**src/rtl/mem_sequencer.sv**
```systemverilog
// Multicycle sequencer that shares one memory port between instruction fetch
// and data access. The MEM_TIMEOUT_EN macro adds a request watchdog and a HALT state.
module mem_sequencer #(
  parameter int TIMEOUT = 16
) (
  input  logic        clock,
  input  logic        reset,
  input  logic [31:0] pc,
  input  logic [31:0] alu_out,
  input  logic [31:0] dmem_wd,
  input  logic        is_load,
  input  logic        is_store,
  output logic        mem_req,
  output logic        mem_we,
  output logic [31:0] mem_addr,
  output logic [31:0] mem_wdata,
  input  logic [31:0] mem_rdata,
  input  logic        mem_ack,
  output logic [31:0] instruction,
  output logic [31:0] dmem_rd,
  output logic        commit,
  output logic        busy,
  output logic        mem_err
);

  typedef enum logic [2:0] {
    IDLE   = 3'd0,
    FETCH  = 3'd1,
    EXEC   = 3'd2,
    MEM    = 3'd3,
    COMMIT = 3'd4
`ifdef MEM_TIMEOUT_EN
    , HALT = 3'd5
`endif
  } state_t;

  if (TIMEOUT < 2 || TIMEOUT > 255) begin : g_bad_timeout
    $error("mem_sequencer: TIMEOUT must be in 2..255");
  end

  state_t      state;
  logic [31:0] addr_q;

  // The PC register loads on the same edge that enters FETCH, so the fetch
  // address is taken straight from pc, which is stable for the whole FETCH.
  assign mem_addr = (state == FETCH) ? pc : addr_q;

`ifdef MEM_TIMEOUT_EN
  logic [7:0] wait_cnt;
  logic       err_q;
  assign mem_err = err_q;
`else
  assign mem_err = 1'b0;
`endif

  always_ff @(posedge clock) begin
    if (reset) begin
      state       <= IDLE;
      mem_req     <= 1'b0;
      mem_we      <= 1'b0;
      addr_q      <= '0;
      mem_wdata   <= '0;
      instruction <= '0;
      dmem_rd     <= '0;
      commit      <= 1'b0;
      busy        <= 1'b0;
`ifdef MEM_TIMEOUT_EN
      wait_cnt    <= '0;
      err_q       <= 1'b0;
`endif
    end else begin
      commit <= 1'b0;
      case (state)
        IDLE: begin
          state   <= FETCH;
          mem_req <= 1'b1;
          mem_we  <= 1'b0;
          busy    <= 1'b1;
`ifdef MEM_TIMEOUT_EN
          wait_cnt <= '0;
`endif
        end
        FETCH: if (mem_ack) begin
          instruction <= mem_rdata;
          mem_req     <= 1'b0;
          state       <= EXEC;
        end
        EXEC: begin
          if (is_store || is_load) begin
            // store wins when both decode bits are set
            state     <= MEM;
            mem_req   <= 1'b1;
            mem_we    <= is_store;
            addr_q    <= alu_out;
            mem_wdata <= dmem_wd;
`ifdef MEM_TIMEOUT_EN
            wait_cnt  <= '0;
`endif
          end else begin
            state  <= COMMIT;
            commit <= 1'b1;
          end
        end
        MEM: if (mem_ack) begin
          if (!mem_we) dmem_rd <= mem_rdata;
          mem_req <= 1'b0;
          mem_we  <= 1'b0;
          state   <= COMMIT;
          commit  <= 1'b1;
        end
        COMMIT: begin
          state   <= FETCH;
          mem_req <= 1'b1;
          mem_we  <= 1'b0;
`ifdef MEM_TIMEOUT_EN
          wait_cnt <= '0;
`endif
        end
        default: ;
      endcase
`ifdef MEM_TIMEOUT_EN
      // Watchdog overrides the case above when a request goes unanswered too long.
      if ((state == FETCH || state == MEM) && !mem_ack) begin
        if (wait_cnt == 8'(TIMEOUT - 1)) begin
          err_q   <= 1'b1;
          mem_req <= 1'b0;
          busy    <= 1'b0;
          state   <= HALT;
        end else begin
          wait_cnt <= wait_cnt + 8'd1;
        end
      end
`endif
    end
  end

endmodule

```
**config.mk**
```make
export PLATFORM = sky130hd
export DESIGN_NAME = mem_sequencer
export DESIGN_NICKNAME = d
export VERILOG_FILES = /design/src/rtl/mem_sequencer.sv
export SDC_FILE = /design/constraint.sdc
export NUM_CORES = 1
export LEC_CHECK = 0
export BUFFER_PORTS_ARGS = -buffer_cell sky130_fd_sc_hd__buf_4
export CELL_PAD_IN_SITES_DETAIL_PLACEMENT = 1
export CELL_PAD_IN_SITES_GLOBAL_PLACEMENT = 1
export CORE_MARGIN = 10
export CORE_UTILIZATION = 38
export DETAILED_ROUTE_END_ITERATION = 10
export GPL_TIMING_DRIVEN = 0
export HOLD_SLACK_MARGIN = 0.03
export PLACE_DENSITY = 0.93
export SLEW_MARGIN = 10
export SYNTH_ARGS = -nofsm -noshare
export SYNTH_HDL_FRONTEND = slang
export SYNTH_SLANG_ARGS = --single-unit
```
**constraint.sdc**
```tcl
create_clock -name clock -period 4.1 [get_ports clock]
set_input_delay 0.205 -clock clock [delete_from_list [all_inputs] [get_ports clock]]
set_output_delay 0.205 -clock clock [all_outputs]
set_load 0.005 [all_outputs]
```
==> results of run 1 <==
final cells by class:
type,instances,area share
multi-input combinational,449,0.351
timing repair buffer,264,0.220
clock buffer,25,0.0572
sequential,135,0.300
clock inverter,3,0.00722
tap,216,0.0300
buffer,51,0.0324
inverter,5,0.00208
worst max-delay path by stage:
stage / start / end / slack, ns
after floorplan: state[2] / mem_addr[10] / 2.54
after global placement: state[2] / mem_addr[19] / 2.01
after detailed placement: state[2] / mem_addr[19] / 1.98
after CTS: state[2] / mem_addr[19] / 1.52
after global routing: state[2] / mem_addr[6] / 1.49
final: state[2] / mem_addr[6] / 1.60
report_power, final:
group | internal (W) | switching [W]
clock | 0.000979 | 0.000547
sequential | 0.00136 | 0.0000263
combinational | 0.000289 | 0.000217
registers in the layout, summed over array words and instances (netlist names):
signal       cells
busy             1
dmem_rd         32
mem_wdata       32
addr_q          32
commit           1
state            3
mem_req          1
mem_we           1
instruction     32
per-layer routing:
layer  up-vias  routed length, um  part of all wire
li1       2658                  -                 -
met1      2621               8750              0.39
met2       181              11500              0.52
met3        37               1520             0.068
met4         0                531             0.024
met5         -                  0                 0
stage by stage:
stage	hold slack (ns)	cells	total power, W	instance area, um2
2_1_floorplan	0.341	640	0.00164	6170
3_3_place_gp	0.441	1119	0.00190	8420
3_5_place_dp	0.451	1119	0.00192	8420
4_1_cts	0.0308	1148	0.00345	9010
5_1_grt	0.0426	1148	0.00355	9010
6_report	0.0466	1148	0.00342	9010
synth_stat cells, drive strengths merged, types with 2 or more instances:
| master | count | area, um2 |
|---|---|---|
| o21ai | 4 | 20.0 |
| dfxtp | 135 | 2700 |
| mux2i | 96 | 961 |
| nand2 | 65 | 244 |
| clkbuf | 28 | 105 |
| nor3 | 4 | 31.3 |
| inv | 5 | 18.8 |
| buf | 23 | 186 |
| nor3b | 2 | 20.0 |
| a21oi | 34 | 170 |
| o32ai | 2 | 17.5 |
| mux2 | 32 | 360 |
| nor2 | 4 | 15.0 |
| nand2b | 195 | 1230 |
critical path, cell delays in order (launching register included):
cell and delay, ns:
dfxtp_1 0.32, buf_2 0.18, nor3b_2 0.62, buf_6 0.25, mux2_2 0.35, buf_4 0.14
kinds of logic after synthesis:
kind of cell,after synthesis,share of synthesized area
compound gates,45,0.0409
buf+inv,56,0.0503
flops,135,0.438
mux,128,0.214
other cells,1,0.000607
simple gates,275,0.256
layout by cell type, fill, tap and decap left out:
cell type        n
a211oi_1         1
a21oi_1         34
buf_2            8
buf_4          269
buf_6            9
bufinv_16        2
clkbuf_1        30
clkbuf_16       17
clkbuf_8         6
clkinv_2         1
conb_1           1
dfxtp_1        135
dlygate4sd3_1    1
inv_1            5
mux2_2          32
mux2i_1         96
nand2_1         65
nand2b_1       194
nand2b_4         1
nand3b_1         1
nand4bb_1        1
nor2_1           4
nor2b_1          1
nor3_1           3
nor3_4           1
nor3b_1          1
nor3b_2          1
nor4bb_1         1
o211a_1          1
o21ai_0          4
o21ba_2          1
o31a_1           1
o32ai_1          2
o41ai_1          1
or4b_2           1
==> results.txt, run 1 <==
status = complete, no violations
first-pass GRT wire length = 34.7 mm
gr usage total = 0.200
final hold vios = 0
Pleak = 3.79 nW
Final WS setup = 1.60 ns
crit end category = output pin
number of port buffers = 263
Chip Width = 147 um
clk_lat worst skew = 0.41 ns
unrepaired setup endpoints after global routing = no
register area share after synthesis = 0.438
Ports = 266
Slew Limit Headroom = 0.526
HPWL Detailed = 17.4 mm
pin count of the biggest net entering global routing = 17
minimum clock period = 2.50 ns
diode count = 0
PD cells = 379 nW/um2
R2R depth = 6
Via-to-Cell Ratio = 4.79
total number of vias = 5497
TritonCTS Buffers = 17
CP Data Required Time = 3.89 ns
data arrival time of the critical path = 2.30 ns
Setup CP Type = flop to output pin
FF-to-FF setup slack = 2.51 ns
endpoints failing setup = 0
fraction of registers with async set/reset = 0
Syn Inst Count = 640
CTS tree = done
Peak VDD IR = 259 uV
post-CTS sizing = 0
Final ANT Viol Nets = 0
drt pass-1 iters = 4
Setup crit start kind = flop
grt met2 use = 0.360
Seq. cell area = 2700 um2
routed len/inst = 19.4 um
clk root buf = clkbuf_16
# clock sinks = 135
Post-Syn Area = 6170 um2
NumNets Final = 1056
met3 Use GR = 0.0681
CP max FO = 10
area grow syn2layout = 45.9%
H-Tree Depth = 4
GR Overflow Total = 0
Die H = 147 um
final core utilization = 0.567
Die Footprint = 21700 um2
worst slew pin tran = 0.708 ns
Hold Path End = instruction[4]
Initial DRC Count = 178
worst hold start = mem_rdata[4]
Residual DRC = 0
routability cong. = 0.782
core area = 15900 um2
Rows = 46
Bufs on Longest Clock Path = 2
fmax = 400 MHz
register bit total from synthesis = 135
period utilization = 0.610
prevailing post-synth register cell = dfxtp_1
Max Cap Viol = 0
Post-Route WL = 22.3 mm
Post-CTS Hold Buffers = 1
Distinct cells, synth = 30
GRT busiest layer = met2
Hold Crit Depth = 3
synth warn = 0
RR Endpoint = addr_q[0]
mean post-synth cell area = 9.65 um2
Multi-input gate area = 3160 um2
met1 usage = 0.212
pins over their slew limit = 0
Hold Path Class = input pin to flop
Post-synth EDFFs = 0
reg2reg start = state[1]
pre-CTS setup slack = 1.98 ns
Reg clk slew, reported paths = 0.06 ns
initial antenna violation count = 0
final setup skew = 0.00562 ns
fill count = 1869
number of setup buffers added after CTS = 0
share of cells above drive strength 1 = 0.374
Final TNS setup = 0 ns
vias in the first global route = 6091
initial core utilization = 0.389
syn_nets = 773
(Power assumes the default switching activity.)
==> run 2: changes to the inputs <==
- CORE_UTILIZATION: 38 -> 35
- PLACE_DENSITY: 0.93 -> 0.87
- clock period: 4.1 -> 2.45 ns (I/O delays scaled with it)
==> results.txt, run 2 (synthesis gave the netlist of run 1 again) <==
Max Cap Viol = 0
cell family with most CP delay = buffers and inverters
Multi-input gate area = 3170 um2
CP cell instances = buf_2 > nor3b_4 > buf_6 > mux2_2 > buf_4
GR Overflow Total = 0
most common cell after layout, fill and taps aside = buf_4
Chip Width = 153 um
RR Endpoint = mem_wdata[8]
data arrival time of the critical path = 2.14 ns
Post-Route WL = 27.0 mm
Seq. cell area = 2700 um2
DR top layer = met4
Pleak = 4.20 nW
Peak VDD IR = 532 uV
post-placement cell area = 8430 um2
CTS tree = done
clk root buf = clkbuf_16
routed len/inst = 21.5 um
met2 wire len = 14.3 mm
NumNets Final = 1150
minimum clock period = 2.27 ns
Die H = 153 um
HPWL Detailed = 17.2 mm
core area = 17300 um2
CP Data Required Time = 2.33 ns
pin count of the biggest net entering global routing = 17
H-Tree Depth = 4
initial antenna violation count = 2
Rows = 48
Slew Limit Headroom = 0.532
Cells after DPL = 1128
fill count = 1940
Setup crit start kind = flop
Hold Path End = addr_q[19]
drt pass-1 iters = 4
crit end category = output pin
Reg clk slew, reported paths = 0.06 ns
period utilization = 0.925
final core utilization = 0.580
fmax = 441 MHz
vias in the first global route = 6921
CP max FO = 10
total power = 0.00617 W
TritonCTS Buffers = 17
worst slew pin tran = 0.702 ns
Ports = 266
R2R depth = 6
area grow syn2layout = 62.5%
unrepaired setup endpoints after global routing = no
Initial DRC Count = 190
share of cells above drive strength 1 = 0.342
total number of vias = 6046
CP bufs+invs = 3
routability cong. = 0.752
initial core utilization = 0.357
Hold Path Class = input pin to flop
CP max stage cell = nor3b_4
Critical Path Start = state[2]
FF-to-FF setup slack = 0.71 ns
Final ANT Viol Nets = 0
number of port buffers = 263
WL met1 = 10.3 mm
Via-to-Cell Ratio = 4.81
non-filler cells, final = 1256
pins over their slew limit = 0
final setup skew = 0.00626 ns
met3 WL post-DR = 1.46 mm
Bufs on Longest Clock Path = 2
Setup CP Type = flop to output pin
reg2reg start = state[1]
status = complete, no violations
clk_lat worst skew = 0.41 ns
worst hold start = alu_out[19]
# clock sinks = 135
commonest non-fill, non-tap cells in the layout = buf_4, nand2b_1, dfxtp_1
Residual DRC = 0
Final TNS setup = 0 ns
endpoints failing setup = 0
PD cells = 615 nW/um2
gr usage total = 0.223
Die Footprint = 23400 um2
final hold vios = 0
first-pass GRT wire length = 41.4 mm
Hold Crit Depth = 3
Design Area, Final = 10000 um2
Worst path max stage delay = 0.44 ns
==> run 2: changes by cell type in the layout (fill, tap and decap cells not counted) <==
| cell | previous run | this run |
|---|---|---|
| diode_2 | 0 | 2 |
| dlygate4sd3_1 | 1 | 95 |
| nor3b_2 | 1 | 0 |
| bufinv_16 | 2 | 4 |
| nor3b_4 | 0 | 1 |
| clkbuf_8 | 6 | 5 |
| clkinvlp_4 | 0 | 2 |
==> run 2: per-stage QoR <==
stage / setup slack [ns] / hold WS, ns
6_report: 0.185 / 0.0477
5_1_grt: 0.125 / 0.0374
4_1_cts: 0.0132 / 0.0389
3_5_place_dp: 0.482 / 0.390
3_3_place_gp: 0.498 / 0.383
2_1_floorplan: 0.970 / 0.258
==> run 2: power by group <==
part	leakage [nW]	internal, W	switching, W	total, W
logic	2.80	0.000585	0.000428	0.00101
registers	1.09	0.00227	0.0000484	0.00232
clock network	0.309	0.00184	0.00100	0.00284
==> run 2: area by class of cell <==
| cell class | instances | share of cell area |
|---|---|---|
| Multi-Input combinational cell | 449 | 0.316 |
| Sequential cell | 135 | 0.269 |
| Inverter | 5 | 0.00187 |
| Clock buffer | 24 | 0.0500 |
| Clock inverter | 7 | 0.0140 |
| Timing Repair Buffer | 358 | 0.292 |
| Antenna cell | 2 | 0.000499 |
| Buffer | 51 | 0.0291 |
| Tap cell | 225 | 0.0281 |
==> run 2: tightest hold or removal path, delay by kind of cell <==
family / cells / cell delay, ns
buffers and inverters: 1 / 0.11
and+or+nand+nor: 1 / 0.08
muxes: 1 / 0.09
==> run 2: routing by layer <==
metal	vias to the layer above	GRT usage
met1	2948	0.234
met2	207	0.414
met3	47	0.0589
met4	0	0.0858
met5	-	0
li1	2844	-
==> run 2: timing repair <==
item / in CTS / in global routing
hold buffers: 94 / 1
endpoints found under the setup margin: 0 / 7
endpoints found under the hold margin: 126 / 1
setup buffers: 0 / 0
gates resized for setup: 0 / 1
==> run 2: worst max path at each step <==
stage	endpoint	slack [ns]	cells past startpoint
detailed placement	mem_addr[14]	0.48	5
global placement	mem_addr[14]	0.50	5
CTS	mem_addr[14]	0.01	5
finish	mem_addr[14]	0.18	5
global route	mem_addr[14]	0.12	5
floorplan	mem_addr[10]	0.97	4
==> run 3: changes to the inputs <==
- RECOVER_POWER: unset -> 50
- clock period: 2.45 -> 2.2 ns (I/O delays scaled with it)
==> results.txt, run 3 (synthesis gave the netlist of run 1 again) <==
status = complete, no violations
final setup skew = 0.00999 ns
clk_lat worst skew = 0.41 ns
NumNets Final = 1153
number of port buffers = 263
Critical Path Start = state[2]
commonest non-fill, non-tap cells in the layout = nand2b_1, buf_4, dfxtp_1
CP cell instances = buf_2 > nor3b_4 > buf_4 > buf_6 > mux2_2 > buf_4
total power = 0.00682 W
worst slew pin tran = 0.775 ns
cell depth of the worst setup path = 6
drt pass-1 iters = 4
met1 usage = 0.233
routed len/inst = 21.4 um
Cells after DPL = 1128
routability cong. = 0.752
met3 Use GR = 0.0620
Reg clk slew, reported paths = 0.06 ns
reg2reg start = state[0]
Top cell by count, worst path = buf_4
period utilization = 0.955
Initial DRC Count = 213
Final TNS setup = 0 ns
H-Tree Depth = 4
Pleak = 3.84 nW
Peak VDD IR = 590 uV
Ports = 266
vias in the first global route = 7009
CP bufs+invs = 4
RR Endpoint = dmem_rd[4]
Setup crit start kind = flop
Slew Limit Headroom = 0.483
GRT busiest layer = met2
gr usage total = 0.225
Final ANT Viol Nets = 0
TritonCTS Buffers = 17
# clock sinks = 135
area grow syn2layout = 57.9%
R2R depth = 4
Bufs on Longest Clock Path = 2
post-placement cell area = 8430 um2
CP max FO = 10
most common cell after layout, fill and taps aside = nand2b_1
Design Area, Final = 9750 um2
final core utilization = 0.564
core area = 17300 um2
CP max stage cell = mux2_2
crit end category = output pin
first-pass GRT wire length = 41.9 mm
fmax = 476 MHz
initial core utilization = 0.357
worst hold start = is_store
Hold Crit Depth = 3
Rows = 48
Die H = 153 um
pins over their slew limit = 0
final hold vios = 0
Via-to-Cell Ratio = 4.81
non-filler cells, final = 1261
Chip Width = 153 um
Worst path max stage delay = 0.37 ns
initial antenna violation count = 4
Residual DRC = 0
cell family with most CP delay = buffers and inverters
unrepaired setup endpoints after global routing = no
GR Overflow Total = 0
total number of vias = 6060
Hold Path Class = input pin to flop
data arrival time of the critical path = 1.99 ns
Post-Route WL = 27.0 mm
share of cells above drive strength 1 = 0.260
grt met2 use = 0.421
CP Data Required Time = 2.09 ns
endpoints failing setup = 0
Die Footprint = 23400 um2
pin count of the biggest net entering global routing = 17
clk root buf = clkbuf_16
CTS tree = done
Max Cap Viol = 0
Setup CP Type = flop to output pin
HPWL Detailed = 17.2 mm
FF-to-FF setup slack = 0.15 ns
PD cells = 699 nW/um2
Hold Path End = commit
minimum clock period = 2.10 ns
==> run 3: worst min-delay path, cell delays in order <==
cell and delay [ns]:
buf_4 0.11, o31a_1 0.16, nor3_1 0.07
==> run 3: worst max path at each step <==
stage	to	slack (ns)
after floorplan	mem_addr[10]	0.73
after global placement	mem_addr[14]	0.26
after detailed placement	mem_addr[14]	0.24
after CTS	mem_addr[14]	0.12
after global routing	mem_addr[14]	0.03
final	mem_addr[29]	0.1
==> run 3: where the power goes <==
group	switching (W)	internal [W]	total [W]	leakage, nW
clock network	0.00110	0.00205	0.00314	0.309
registers	0.0000521	0.00253	0.00258	1.09
logic	0.000479	0.000617	0.00110	2.44
==> run 3: timing repair <==
| action | in CTS | in global routing |
|---|---|---|
| hold buffers | 95 | 1 |
| endpoints found under the hold margin | 127 | 1 |
| resized for setup | 1 | 0 |
| setup buffers | 2 | 0 |
| setup endpoints to repair | 30 | 0 |
==> run 3: per-stage QoR <==
| stage | hold slack, ns | setup slack, ns |
|---|---|---|
| finish | 0.0942 | 0.0981 |
| global route | 0.0966 | 0.0335 |
| CTS | 0.0339 | 0.123 |
| detailed placement | 0.377 | 0.244 |
| global placement | 0.371 | 0.260 |
| floorplan | 0.246 | 0.732 |
==> run 3: layout make-up <==
class / count / area, um2
Buffer: 51 / 275
Multi-Input combinational cell: 449 / 3170
Sequential cell: 135 / 2700
Clock buffer: 24 / 502
Timing Repair Buffer: 361 / 2650
Clock inverter: 7 / 140
Fill cell: 1987 / 7550
Antenna cell: 4 / 10.0
Tap cell: 225 / 282
Inverter: 5 / 18.8
==> run 3: per-layer routing <==
layer  part of all wire  routed length [um]  vias up
li1                   -                   -     2852
met1               0.38               10200     2971
met2               0.54               14700      197
met3              0.055                1480       40
met4              0.026                 696        0
met5                  0                   0        -
